## src/rtl/sync_down_counter.sv

```systemverilog
// Loadable down counter with one-shot / periodic run control (IDLE -> RUN -> DONE).
// Define SYNC_DOWN_COUNTER_CASCADE_EN to add the borrow_out chaining output.
module sync_down_counter #(
    parameter int WIDTH = 4
) (
    input  logic             clk,
    input  logic             rst,
    input  logic             en,
    input  logic             load,
    input  logic [WIDTH-1:0] load_val,
    input  logic             mode,
    input  logic             start,
    input  logic             stop,
    output logic [WIDTH-1:0] q,
    output logic             busy,
    output logic             done,
    output logic             tc
`ifdef SYNC_DOWN_COUNTER_CASCADE_EN
    ,
    output logic             borrow_out
`endif
);

    typedef enum logic [1:0] {
        IDLE = 2'd0,
        RUN  = 2'd1,
        DONE = 2'd2
    } state_t;

    localparam logic [WIDTH-1:0] ONE = {{(WIDTH-1){1'b0}}, 1'b1};

    state_t           state;
    logic [WIDTH-1:0] reload;
    logic             mode_l;

    // Floor at zero so a stray decrement request can never wrap the count.
    function automatic logic [WIDTH-1:0] sat_dec(input logic [WIDTH-1:0] v);
        return (v == '0) ? '0 : v - ONE;
    endfunction

    always_ff @(posedge clk or posedge rst) begin
        if (rst) begin
            state  <= IDLE;
            q      <= '0;
            reload <= '0;
            mode_l <= 1'b0;
            tc     <= 1'b0;
        end else begin
            tc <= 1'b0;
            if (load) begin
                reload <= load_val;
                q      <= load_val;
                state  <= IDLE;
            end else begin
                case (state)
                    IDLE: begin
                        if (start) begin
                            state  <= RUN;
                            mode_l <= mode;
                        end
                    end
                    RUN: begin
                        // stop outranks expiry, so an aborted run never pulses done/tc
                        if (stop) begin
                            state <= IDLE;
                        end else if (en) begin
                            if (q != '0) begin
                                q <= sat_dec(q);
                            end else if (mode_l) begin
                                q  <= reload;
                                tc <= 1'b1;
                            end else begin
                                state <= DONE;
                            end
                        end
                    end
                    DONE:    state <= IDLE;
                    default: state <= IDLE;
                endcase
            end
        end
    end

    assign busy = (state == RUN);
    assign done = (state == DONE);

`ifdef SYNC_DOWN_COUNTER_CASCADE_EN
    assign borrow_out = busy & en & (q == '0);
`endif

endmodule
```

## config.mk

```make
export PLATFORM = sky130hd
export DESIGN_NAME = sync_down_counter
export DESIGN_NICKNAME = d
export VERILOG_FILES = /design/src/rtl/sync_down_counter.sv
export SDC_FILE = /design/constraint.sdc
export NUM_CORES = 1
export LEC_CHECK = 0
export CORE_AREA = 2 2 42 44
export DETAILED_ROUTE_END_ITERATION = 10
export DIE_AREA = 0 0 44 46
export GPL_TIMING_DRIVEN = 0
export PLACE_DENSITY = 0.68
export SYNTH_ARGS = -nofsm -noshare
export SYNTH_HDL_FRONTEND = slang
export SYNTH_SLANG_ARGS = --single-unit
```

## constraint.sdc

```tcl
create_clock -name clk -period 2.1 [get_ports clk]
set_clock_uncertainty 0.1 [all_clocks]
set_input_delay 0.21 -clock clk [delete_from_list [all_inputs] [get_ports clk]]
set_output_delay 0.21 -clock clk [all_outputs]
set_load 0.01 [all_outputs]
```

## Word level (Yosys, flattened, before mapping)

Cells that the tools add are included.

- Logic and storage cells: 43
- Output and inout port bits: 7
- Bits in registers: 12

- Muxes and demuxes: 20
- Equal/unequal tests: 7
- Reduce and logical (&&, ||, !) cells: 9
- Bitwise gates (word level): 1
- Add/sub/neg operators: 1

Operator list:

| operator | number |
|---|---|
| $mux 4 | 7 |
| $mux 2 | 6 |
| $ne 4x4->1 const B | 3 |
| $reduce_and 4->1 | 2 |
| $mux 1 | 6 |
| $logic_not 4->1 | 1 |
| $pmux 2 s2 | 1 |
| $reduce_bool 2->1 | 2 |
| $reduce_bool 4->1 | 1 |
| $sub 4x1->4 const B | 1 |
| $ne 3x3->1 const B | 1 |
| $reduce_and 3->1 | 1 |
| $reduce_bool 3->1 | 1 |
| $eq 2x1->1 const B | 1 |
| $eq 2x2->1 const B | 1 |
| $logic_not 2->1 | 1 |
| $ne 2x2->1 const B | 1 |
| $not 1->1 | 1 |

## Depth between registers and ports, before layout

Gate-level depths: netlist (run 1).

- Word-level depth: 7
- Depth in mapped cells: 7
- Gate-level depth less buffers: 6

## Worst setup path after synthesis (run 1)

No wires, ideal clock.

- Kind: reg-to-reg
- Start point: register q[0]
- End point: register q[0]
- Period minus slack after synthesis: 1.790 ns
- Slack: 0.310 ns
- Buffers on the path: 1
- Arrival time: 1.598 ns
- Required time: 1.908 ns
- Stages on the path, launching flop included: 8
- Library setup time: 0.092 ns
- Cell sequence: dfrtp_1 inv_1 ha_1 or3b_1 buf_6 o21ai_4 a211oi_2 o31ai_2

- Cells in the longest elaborated chain, start to end: 7
- Elaborated cells on any way between the ends: 11
- Classes of those cells: 1 x add/sub; 6 x mux; 4 x reduce/logical

Ends and longest elaborated chain:

| what | RTL line | RTL |
|---|---|---|
| start: declaration | 14 | `output logic [WIDTH-1:0] q,` |
| start signal: assignment | 52 | `q <= load_val;` |
| start signal: assignment | 68 | `q <= sat_dec(q);` |
| start signal: assignment | 70 | `q <= reload;` |
| $sub 4x1->4 or $logic_not 4->1 (tied branches) | 38 | `return (v == '0) ? '0 : v - ONE;` |
| $mux 4 | 38 |  |
| $mux 4 | 67 | `if (q != '0) begin` |
| $mux 4 | 66 | `end else if (en) begin` |
| $mux 4 | 64 | `if (stop) begin` |
| $mux 4 | 55 | `case (state)` |
| $mux 4 | 50 | `if (load) begin` |

Several ways; a longest one is shown, not always the timed one. The select of a mux whose other input is x is not followed.
A chain may end at the register's enable or synchronous reset.

## Final worst setup path (run 1)

Ends and elaborated chain as after synthesis.

==> results of run 1 <==
-- metrics by stage --
stage | area, µm² | setup WS (ns) | std cells
6_report | 877.1 | 0.2351 | 104
5_1_grt | 877.1 | 0.1252 | 104
4_1_cts | 877.1 | 0.2275 | 104
3_5_place_dp | 854.6 | 0.2538 | 101
3_3_place_gp | 854.6 | 0.2443 | 101
2_1_floorplan | 673.1 | 0.3105 | 68
-- cells in the mapped netlist (all sizes together) --
master / instances / share of area [%]
a211oi: 2 / 3.0
a21oi: 6 / 4.5
a2bb2oi: 1 / 1.3
a31oi: 1 / 0.93
and4bb: 1 / 1.9
buf: 1 / 1.7
clkbuf: 2 / 1.1
dfrtp: 12 / 45
ha: 1 / 1.9
inv: 7 / 3.9
mux2: 4 / 6.7
nand2: 5 / 2.8
nand4bb: 1 / 1.7
nor2: 4 / 2.2
nor2b: 6 / 5.6
nor3: 2 / 1.5
nor3b: 1 / 1.1
nor4: 2 / 1.9
nor4b: 2 / 2.6
o211ai: 2 / 2.2
o21ai: 3 / 3.9
o31ai: 1 / 1.9
or3b: 1 / 1.3
-- sequential cells by signal (all words and copies together) (netlist names) --
signal / count
state: 2
reload: 4
q: 4
mode_l: 1
tc: 1
-- layout make-up --
cell class              count  area share, %
multi-input cells          46          37.38
flip-flops and latches     12          34.24
repair buffers             16          18.26
inverters                   7          2.996
clock buffers               3          2.568
well taps                  17          2.425
plain buffers               3          2.140
-- power groups by stage --
stage	combinational, mW	sequential [mW]	clock, mW
6_report	0.110	0.277	0.142
2_1_floorplan	0.0618	0.279	0
4_1_cts	0.111	0.276	0.146
3_3_place_gp	0.109	0.281	0
5_1_grt	0.123	0.281	0.159
3_5_place_dp	0.111	0.281	0
-- per-layer routing --
metal / track usage [%] / share of wire (%)
met1: 17.85 / 46
met2: 25.29 / 49
met3: 5.159 / 4.1
met4: 7.879 / 1.1
met5: 0 / 0
-- logic make-up after synthesis --
kind of cell	count (synthesis)	share of synthesized area (%)
AND/OR/NAND/NOR	25	22.49
AO/OA/AOI/OAI	16	17.66
flip-flops	12	44.61
buffers and inverters	10	6.692
multiplexers	4	6.691
adder cells (fa/ha/maj)	1	1.858
-- path summary, 6_finish.rpt --
path / startpoint / to / slack, ns
setup / recovery: q[0] / q[0] / 0.24
hold / removal: rst / mode_l / 0.14
setup reg to reg: q[0] / q[0] / 0.24
hold reg to reg: reload[1] / reload[1] / 0.41
max in group asynchronous: rst / reload[0] / 1.46
min in group clk: load / reload[3] / 0.28
-- critical path: cells and delay by family, from the launching register on --
| kind | cells | cell delay (ns) |
|---|---|---|
| adders and majority gates | 1 | 0.24 |
| AOI/OAI and AO/OA | 3 | 0.39 |
| and+or+nand+nor | 1 | 0.38 |
| buffers and inverters | 2 | 0.24 |
| DFF | 1 | 0.43 |
==> out/metrics.cfg, run 1 <==
[yosys]
netlist_area_um2 = 673.1
post_synth.cell_area_avg_um2 = 9.899
synth_fp_nets = 80
ys_seq_area_share_pct = 44.61
yosys.cell_types.count = 25
yosys_warnings = 0
synthCells = 68
synth-seq-cells = 12

[critical_path]
cp.required_ns = 2.19
r2r_cells = 7
critPathArrivalTime_ns = 1.95
path_cells = inv_1, ha_1, or3b_1, buf_6, o21ai_4, a211oi_2, o31ai_2
worstPathMaxFanout = 6
slowest_stage = dfrtp_1
path_class = reg2reg
cp-end-kind = flip-flop
slowest_delay_ns = 0.43
start_kind = flip-flop

[detailed_routing]
antenna_left = 0
wire_per_inst_um = 12.64
drc = 0
drtIter0Drc = 9
totalWireLength_um = 1315
first_pass_iters = 2
via_per_inst = 5.260
route.vias.total = 547

[sta]
layout_min_cycle_time_ns = 1.865
finalCritPeriodShare_pct = 88.80
max-slew-margin-rel_pct = 70.45
rsz0062_at_grt = false
setup_viol = 0
max_clock_freq_mhz = 536.2
slew_viol_final = 0
whs_ns = 0.1357
tns_ns = 0
hold_viol = 0
worst_pin_slew_ns = 0.4428

[floorplanning]
core_area_um2 = 1614
die_h_um = 46
dieArea_um2 = 2024
start_util_pct = 41.71
die_w_um = 44
io_pins = 18
rows = 15

[power_and_ir_drop]
powerDensity_nw_per_um2 = 602.1
peakVddDrop_uv = 358.9
combPwrFrac_pct = 20.8
switching_share_pct = 27.77
p_int_uw = 381.5
clkPwrFrac_pct = 26.9
p_leak_nw = 0.3570
finalPower_uw = 528.1
switchingPower_uw = 146.7
seq_power_share_pct = 52.4

[clock_tree]
htree_levels = 1
holdBufCountCts = 0
cts_setup_buffers = 0
clock-sinks = 12
clk_pin_slew_ns = 0.07
cts_buffers = 3
clock-root-buffer = clkbuf_4
clock_latency_ns = 0.27
cts_tree = built
cts_buffer_depth = 2
cts_resized = 0

[finish]
fill_cells = 149
drive_above_1_share_pct = 13.79
antennaDiodeCount = 0
multiInputGateArea_um2 = 327.8
syn_to_final_growth_pct = 30.30
final_cell_mix = clkdlybuf4s50_1, dfrtp_1, inv_1, a21oi_1, nor2b_1
post-route-util_pct = 54.34
regArea_um2 = 300.3
final_nets = 101
final_common_cell = clkdlybuf4s50_1

[grt]
grt_pass1_wl_um = 2270
grt_use_total_pct = 15.40
grt_max_degree = 13
grt_overflow = 0
grt_pass1_vias = 521
antenna_found_initial = 0

[hold_path]
hold_path.class = in2async

[job]
max-cap-violations = 0

[placed_design]
place_congestion = 0.7599
post-dp-hpwl_um = 1012
portBuffers = 16

[outcome]
status = completed

No activity file was read; power rests on OpenSTA's default activity.
==> inputs of run 2 (changes only) <==
--- a/config.mk
+++ b/config.mk
@@ -5,11 +5,11 @@
 export SDC_FILE = /design/constraint.sdc
 export NUM_CORES = 1
 export LEC_CHECK = 0
-export CORE_AREA = 2 2 42 44
+export CORE_AREA = 2 2 44 46
 export DETAILED_ROUTE_END_ITERATION = 10
-export DIE_AREA = 0 0 44 46
+export DIE_AREA = 0 0 46 48
 export GPL_TIMING_DRIVEN = 0
-export PLACE_DENSITY = 0.68
+export PLACE_DENSITY = 0.65
 export SYNTH_ARGS = -nofsm -noshare
 export SYNTH_HDL_FRONTEND = slang
 export SYNTH_SLANG_ARGS = --single-unit
==> constraint.sdc (replaced) <==
create_clock -name clk -period 1.7 [get_ports clk]
set_clock_uncertainty 0.1 [all_clocks]
set_input_delay 0.17 -clock clk [delete_from_list [all_inputs] [get_ports clk]]
set_output_delay 0.17 -clock clk [all_outputs]
set_load 0.01 [all_outputs]
==> out/metrics.cfg, run 2 (synthesis gave the netlist of run 1 again) <==
[critical_path]
cp.required_ns = 1.80  ; was 2.19 ns
endpoint = q[0]  ; unchanged
critPathArrivalTime_ns = 1.80  ; was 1.95 ns
path_cells = inv_2, ha_4, or3b_1, buf_6, o21ai_4, a211oi_2, o31ai_2  ; was inv_1, ha_1, or3b_1, buf_6, o21ai_4, a211oi_2, o31ai_2
cp-end-kind = flip-flop  ; unchanged
path_buf_inv = 2  ; unchanged
crit_start = q[0]  ; unchanged
path_class = reg2reg  ; unchanged
reg2reg_to = q[0]  ; unchanged
slowest_stage = dfrtp_2  ; was dfrtp_1
slowest_delay_ns = 0.42  ; was 0.43 ns
rrSetupSlack_ns = 0.008  ; was 0.24 ns
reg2reg_from = q[0]  ; unchanged
start_kind = flip-flop  ; unchanged
r2r_cells = 7  ; unchanged
crit_family = flip-flops  ; unchanged
worstPathMaxFanout = 6  ; unchanged
cp.depth = 7  ; unchanged

[clock_tree]
cts_buffer_depth = 2  ; unchanged
clock-sinks = 12  ; unchanged
holdBufCountCts = 0  ; unchanged
clock-root-buffer = clkbuf_4  ; unchanged
cts_buffers = 3  ; unchanged
clk_pin_slew_ns = 0.09  ; was 0.07 ns
clock_latency_ns = 0.29  ; was 0.27 ns
htree_levels = 1  ; unchanged
cts_tree = built  ; unchanged

[finish]
final_nets = 106  ; was 101
post-route-util_pct = 55.78  ; was 54.34%
final_cell_mix = clkdlybuf4s50_1, dfrtp_1, a21oi_1, nor2b_1  ; was clkdlybuf4s50_1, dfrtp_1, inv_1, a21oi_1, nor2b_1
multiInputGateArea_um2 = 346.6  ; was 327.8 µm²
antennaDiodeCount = 0  ; unchanged
syn_to_final_growth_pct = 39.96  ; was 30.30%
drive_above_1_share_pct = 26.88  ; was 13.79%
fin_cells = 110  ; was 104
regArea_um2 = 305.3  ; was 300.3 µm²
final_common_cell = clkdlybuf4s50_1  ; unchanged
largestRegisters = q x4, reload x4, state x2  ; unchanged
postLayoutCellArea_um2 = 942.2  ; was 877.1 µm²
fill_cells = 162  ; was 149

[power_and_ir_drop]
clkPwrFrac_pct = 28.4  ; was 26.9%
p_int_uw = 499.6  ; was 381.5 µW
powerDensity_nw_per_um2 = 749.7  ; was 602.1 nW/µm²
p_leak_nw = 0.3763  ; was 0.3570 nW
switching_share_pct = 29.27  ; was 27.77%
finalPower_uw = 706.3  ; was 528.1 µW
seq_power_share_pct = 48.3  ; was 52.4%
switchingPower_uw = 206.8  ; was 146.7 µW
combPwrFrac_pct = 23.3  ; was 20.8%
peakVddDrop_uv = 495.9  ; was 358.9 µV

[sta]
hold_viol = 0  ; unchanged
setup_viol = 0  ; unchanged
whs_ns = 0.08775  ; was 0.1357 ns
rsz0062_at_grt = true  ; was false
max-slew-margin-rel_pct = 68.91  ; was 70.45%
slew_viol_final = 0  ; unchanged
max_clock_freq_mhz = 591.1  ; was 536.2 MHz
layout_min_cycle_time_ns = 1.692  ; was 1.865 ns
tns_ns = 0  ; unchanged
worst_pin_slew_ns = 0.4659  ; was 0.4428 ns
finalCritPeriodShare_pct = 99.51  ; was 88.80%
final.setup.worst_slack_ns = 0.008267  ; was 0.2351 ns

[job]
max-cap-violations = 0  ; unchanged

[floorplanning]
start_util_pct = 39.85  ; was 41.71%
core_area_um2 = 1689  ; was 1614 µm²
io_pins = 18  ; unchanged
rows = 15  ; unchanged
dieArea_um2 = 2208  ; was 2024 µm²
die_w_um = 46  ; was 44 µm
die_h_um = 48  ; was 46 µm

[detailed_routing]
antenna_left = 0  ; unchanged
via_per_inst = 5.145  ; was 5.260
drc = 0  ; unchanged
route.vias.total = 566  ; was 547
totalWireLength_um = 1460  ; was 1315 µm
drtIter0Drc = 5  ; was 9
first_pass_iters = 4  ; was 2
wire_per_inst_um = 13.27  ; was 12.64 µm

[placed_design]
post-dp-hpwl_um = 1023  ; was 1012 µm
placed_area_um2 = 869.6  ; was 854.6 µm²
place_congestion = 0.7403  ; was 0.7599
portBuffers = 16  ; unchanged
dp_cells = 101  ; unchanged
post-place-ws_ns = -0.04973  ; was 0.2538 ns

[grt]
grt_use_total_pct = 16.01  ; was 15.40%
grt_max_degree = 13  ; unchanged
grt_overflow = 0  ; unchanged
antenna_found_initial = 0  ; unchanged
grt_pass1_wl_um = 2339  ; was 2270 µm
grt_pass1_vias = 517  ; was 521

[outcome]
status = completed  ; unchanged

[hold_path]
hold_path.class = in2async  ; unchanged

==> run 2: cell count changes in the layout (fill, tap and decap cells not counted), moves of 2 or more <==
cell,delta
dfrtp_1,-4
inv_2,+2
inv_1,-2
dfrtp_2,+4
buf_4,+5
==> run 2: power by group through the flow <==
| stage | clock network [mW] | logic (mW) | registers [mW] |
|---|---|---|---|
| after floorplan | 0 | 0.0815 | 0.346 |
| after global placement | 0 | 0.142 | 0.349 |
| after detailed placement | 0 | 0.145 | 0.349 |
| after CTS | 0.200 | 0.162 | 0.339 |
| after global routing | 0.214 | 0.182 | 0.346 |
| final | 0.201 | 0.165 | 0.341 |
==> run 2: cell type report <==
cell class / instances / share of cell area [%]
multi-input combinational: 46 / 36.79
clock buffer: 4 / 2.789
buffer: 3 / 1.992
sequential: 12 / 32.40
timing repair buffer: 21 / 20.98
inverter: 7 / 2.789
tap: 17 / 2.258
==> run 2: worst min path at each step <==
stage | to | slack [ns] | cells after the start
floorplan | mode_l | -0.07 | 1
global placement | reload[1] | 0.40 | 1
detailed placement | reload[1] | 0.40 | 1
CTS | reload[0] | 0.11 | 2
global route | reload[0] | 0.13 | 2
finish | reload[0] | 0.09 | 2
==> run 2: metal layers <==
metal  track usage (%)  wire length, µm  up-vias
met2             23.89              678       12
li1                  -                -      290
met3             5.660               51        4
met4             12.00               46        0
met1             18.89              683      260
met5                 0                0        -
==> run 2: what timing repair did <==
| item | CTS | global route |
|---|---|---|
| endpoints found under the setup margin | 2 | 6 |
| hold endpoints to repair | 0 | 0 |
| pin swaps | 4 | 1 |
| buffers inserted | 4 | 1 |
| gates resized for setup | 0 | 3 |
==> inputs of run 3 (changes only) <==
--- a/config.mk
+++ b/config.mk
@@ -10,6 +10,7 @@
 export DIE_AREA = 0 0 46 48
 export GPL_TIMING_DRIVEN = 0
 export PLACE_DENSITY = 0.65
+export SKIP_CTS_REPAIR_TIMING = 1
 export SYNTH_ARGS = -nofsm -noshare
 export SYNTH_HDL_FRONTEND = slang
 export SYNTH_SLANG_ARGS = --single-unit
==> out/metrics.cfg, run 3 (synthesis gave the netlist of run 1 again) <==
[critical_path]
path_class = reg2reg  ; unchanged
cp.required_ns = 1.80  ; about the same
slowest_stage = dfrtp_2  ; unchanged
reg2reg_from = q[0]  ; unchanged
rrSetupSlack_ns = -0.04  ; was 0.008 ns
cp-end-kind = flip-flop  ; unchanged
crit_family = flip-flops  ; unchanged
worstPathMaxFanout = 6  ; unchanged
slowest_delay_ns = 0.43  ; was 0.42 ns
crit_start = q[0]  ; unchanged
path_cells = inv_2, ha_4, or3b_1, buf_6, o21ai_4, a211oi_2, o31ai_2  ; unchanged
path_buf_inv = 2  ; unchanged
start_kind = flip-flop  ; unchanged
critPathArrivalTime_ns = 1.84  ; was 1.80 ns

[finish]
final_nets = 106  ; unchanged
postLayoutCellArea_um2 = 948.4  ; was 942.2 µm²
final_common_cell = clkdlybuf4s50_1  ; unchanged
post-route-util_pct = 56.15  ; was 55.78%
syn_to_final_growth_pct = 40.89  ; was 39.96%
final_cell_mix = clkdlybuf4s50_1, dfrtp_1, nor2b_1  ; was clkdlybuf4s50_1, dfrtp_1, a21oi_1, nor2b_1
largestRegisters = q x4, reload x4, state x2  ; unchanged
antennaDiodeCount = 0  ; unchanged
fill_cells = 158  ; was 162
drive_above_1_share_pct = 29.03  ; was 26.88%

[grt]
antenna_found_initial = 0  ; unchanged
grt_overflow = 0  ; unchanged
grt_max_degree = 13  ; unchanged
grt_pass1_wl_um = 2221  ; was 2339 µm
grt_use_total_pct = 14.60  ; was 16.01%
grt_pass1_vias = 504  ; was 517

[floorplanning]
dieArea_um2 = 2208  ; unchanged
rows = 15  ; unchanged
die_w_um = 46  ; unchanged
die_h_um = 48  ; unchanged
io_pins = 18  ; unchanged
core_area_um2 = 1689  ; unchanged
start_util_pct = 39.85  ; unchanged

[sta]
worst_pin_slew_ns = 0.4845  ; was 0.4659 ns
max_clock_freq_mhz = 574.5  ; was 591.1 MHz
final.setup.worst_slack_ns = -0.04060  ; was 0.008267 ns
layout_min_cycle_time_ns = 1.741  ; was 1.692 ns
max-slew-margin-rel_pct = 67.70  ; was 68.91%
setup_viol = 2  ; was 0
slew_viol_final = 0  ; unchanged
hold_viol = 0  ; unchanged
whs_ns = 0.09389  ; was 0.08775 ns
rsz0062_at_grt = true  ; unchanged
finalCritPeriodShare_pct = 102.4  ; was 99.51%

[detailed_routing]
via_per_inst = 5.209  ; was 5.145
antenna_left = 0  ; unchanged
drtIter0Drc = 17  ; was 5
first_pass_iters = 4  ; unchanged
met1Wirelength_um = 671  ; was 683 µm
highest_layer = met4  ; unchanged
met3_length_um = 65  ; was 51 µm
route.vias.total = 573  ; was 566
drc = 0  ; unchanged
totalWireLength_um = 1452  ; was 1460 µm
wire_per_inst_um = 13.20  ; was 13.27 µm
wl_met2_um = 675  ; was 678 µm

[outcome]
status = finished with violations  ; was completed
violations = negative setup slack

[job]
max-cap-violations = 0  ; unchanged

[clock_tree]
cts_buffers = 3  ; unchanged
clk_pin_slew_ns = 0.09  ; about the same
clock-sinks = 12  ; unchanged
cts_buffer_depth = 2  ; unchanged
htree_levels = 1  ; unchanged
clock_latency_ns = 0.28  ; was 0.29 ns
cts_tree = built  ; unchanged
clock-root-buffer = clkbuf_4  ; unchanged

[placed_design]
post-dp-hpwl_um = 1023  ; unchanged
placed_area_um2 = 869.6  ; unchanged
place_congestion = 0.7403  ; unchanged
portBuffers = 16  ; unchanged
post-place-ws_ns = -0.04973  ; unchanged

[power_and_ir_drop]
powerDensity_nw_per_um2 = 744.3  ; was 749.7 nW/µm²
p_leak_nw = 0.3766  ; was 0.3763 nW
peakVddDrop_uv = 490.0  ; was 495.9 µV
finalPower_uw = 705.9  ; was 706.3 µW

[hold_path]
hold_path.class = in2async  ; unchanged

run 3: per-stage QoR:
| step | cells | TNS (ns) |
|---|---|---|
| floorplan | 68 | 0 |
| global placement | 101 | -0.07215 |
| detailed placement | 101 | -0.08158 |
| CTS | 105 | -0.1345 |
| global route | 110 | -0.2317 |
| finish | 110 | -0.05985 |
run 3: worst reg2reg max path, stage by stage (launching register included):
cell and delay, ns:
dfrtp_2 0.43, inv_2 0.08, ha_4 0.15, or3b_1 0.36, buf_6 0.15, o21ai_4 0.17, a211oi_2 0.06, o31ai_2 0.16
run 3: final timing paths:
check | cells after the start | end
worst max-delay path | 7 | q[0]
max in group asynchronous | 2 | state[0]
worst min-delay path | 2 | reload[0]
min in group clk | 2 | reload[3]
worst max register to register | 7 | q[0]
worst min register to register | 1 | state[0]
run 3: power by group:
part	leakage, nW	switching (mW)	total (mW)	internal (mW)
clock	0.0150	0.106	0.197	0.0910
sequential	0.141	0.0333	0.345	0.311
combinational	0.221	0.0667	0.165	0.0979
run 3: final cells by class:
class | instances | area (µm²) | share of cell area (%)
inverter | 7 | 26.28 | 2.770
timing repair buffer | 21 | 197.7 | 20.84
tap | 17 | 21.27 | 2.243
clock buffer | 4 | 26.28 | 2.770
multi-input combinational | 46 | 352.8 | 37.20
buffer | 3 | 18.77 | 1.979
sequential | 12 | 305.3 | 32.19
run 3: layer usage:
layer / vias up / track usage [%]
met3: 4 / 3.396
met4: 0 / 8.571
met1: 263 / 18.20
li1: 290 / -
met5: - / 0
met2: 16 / 23.06
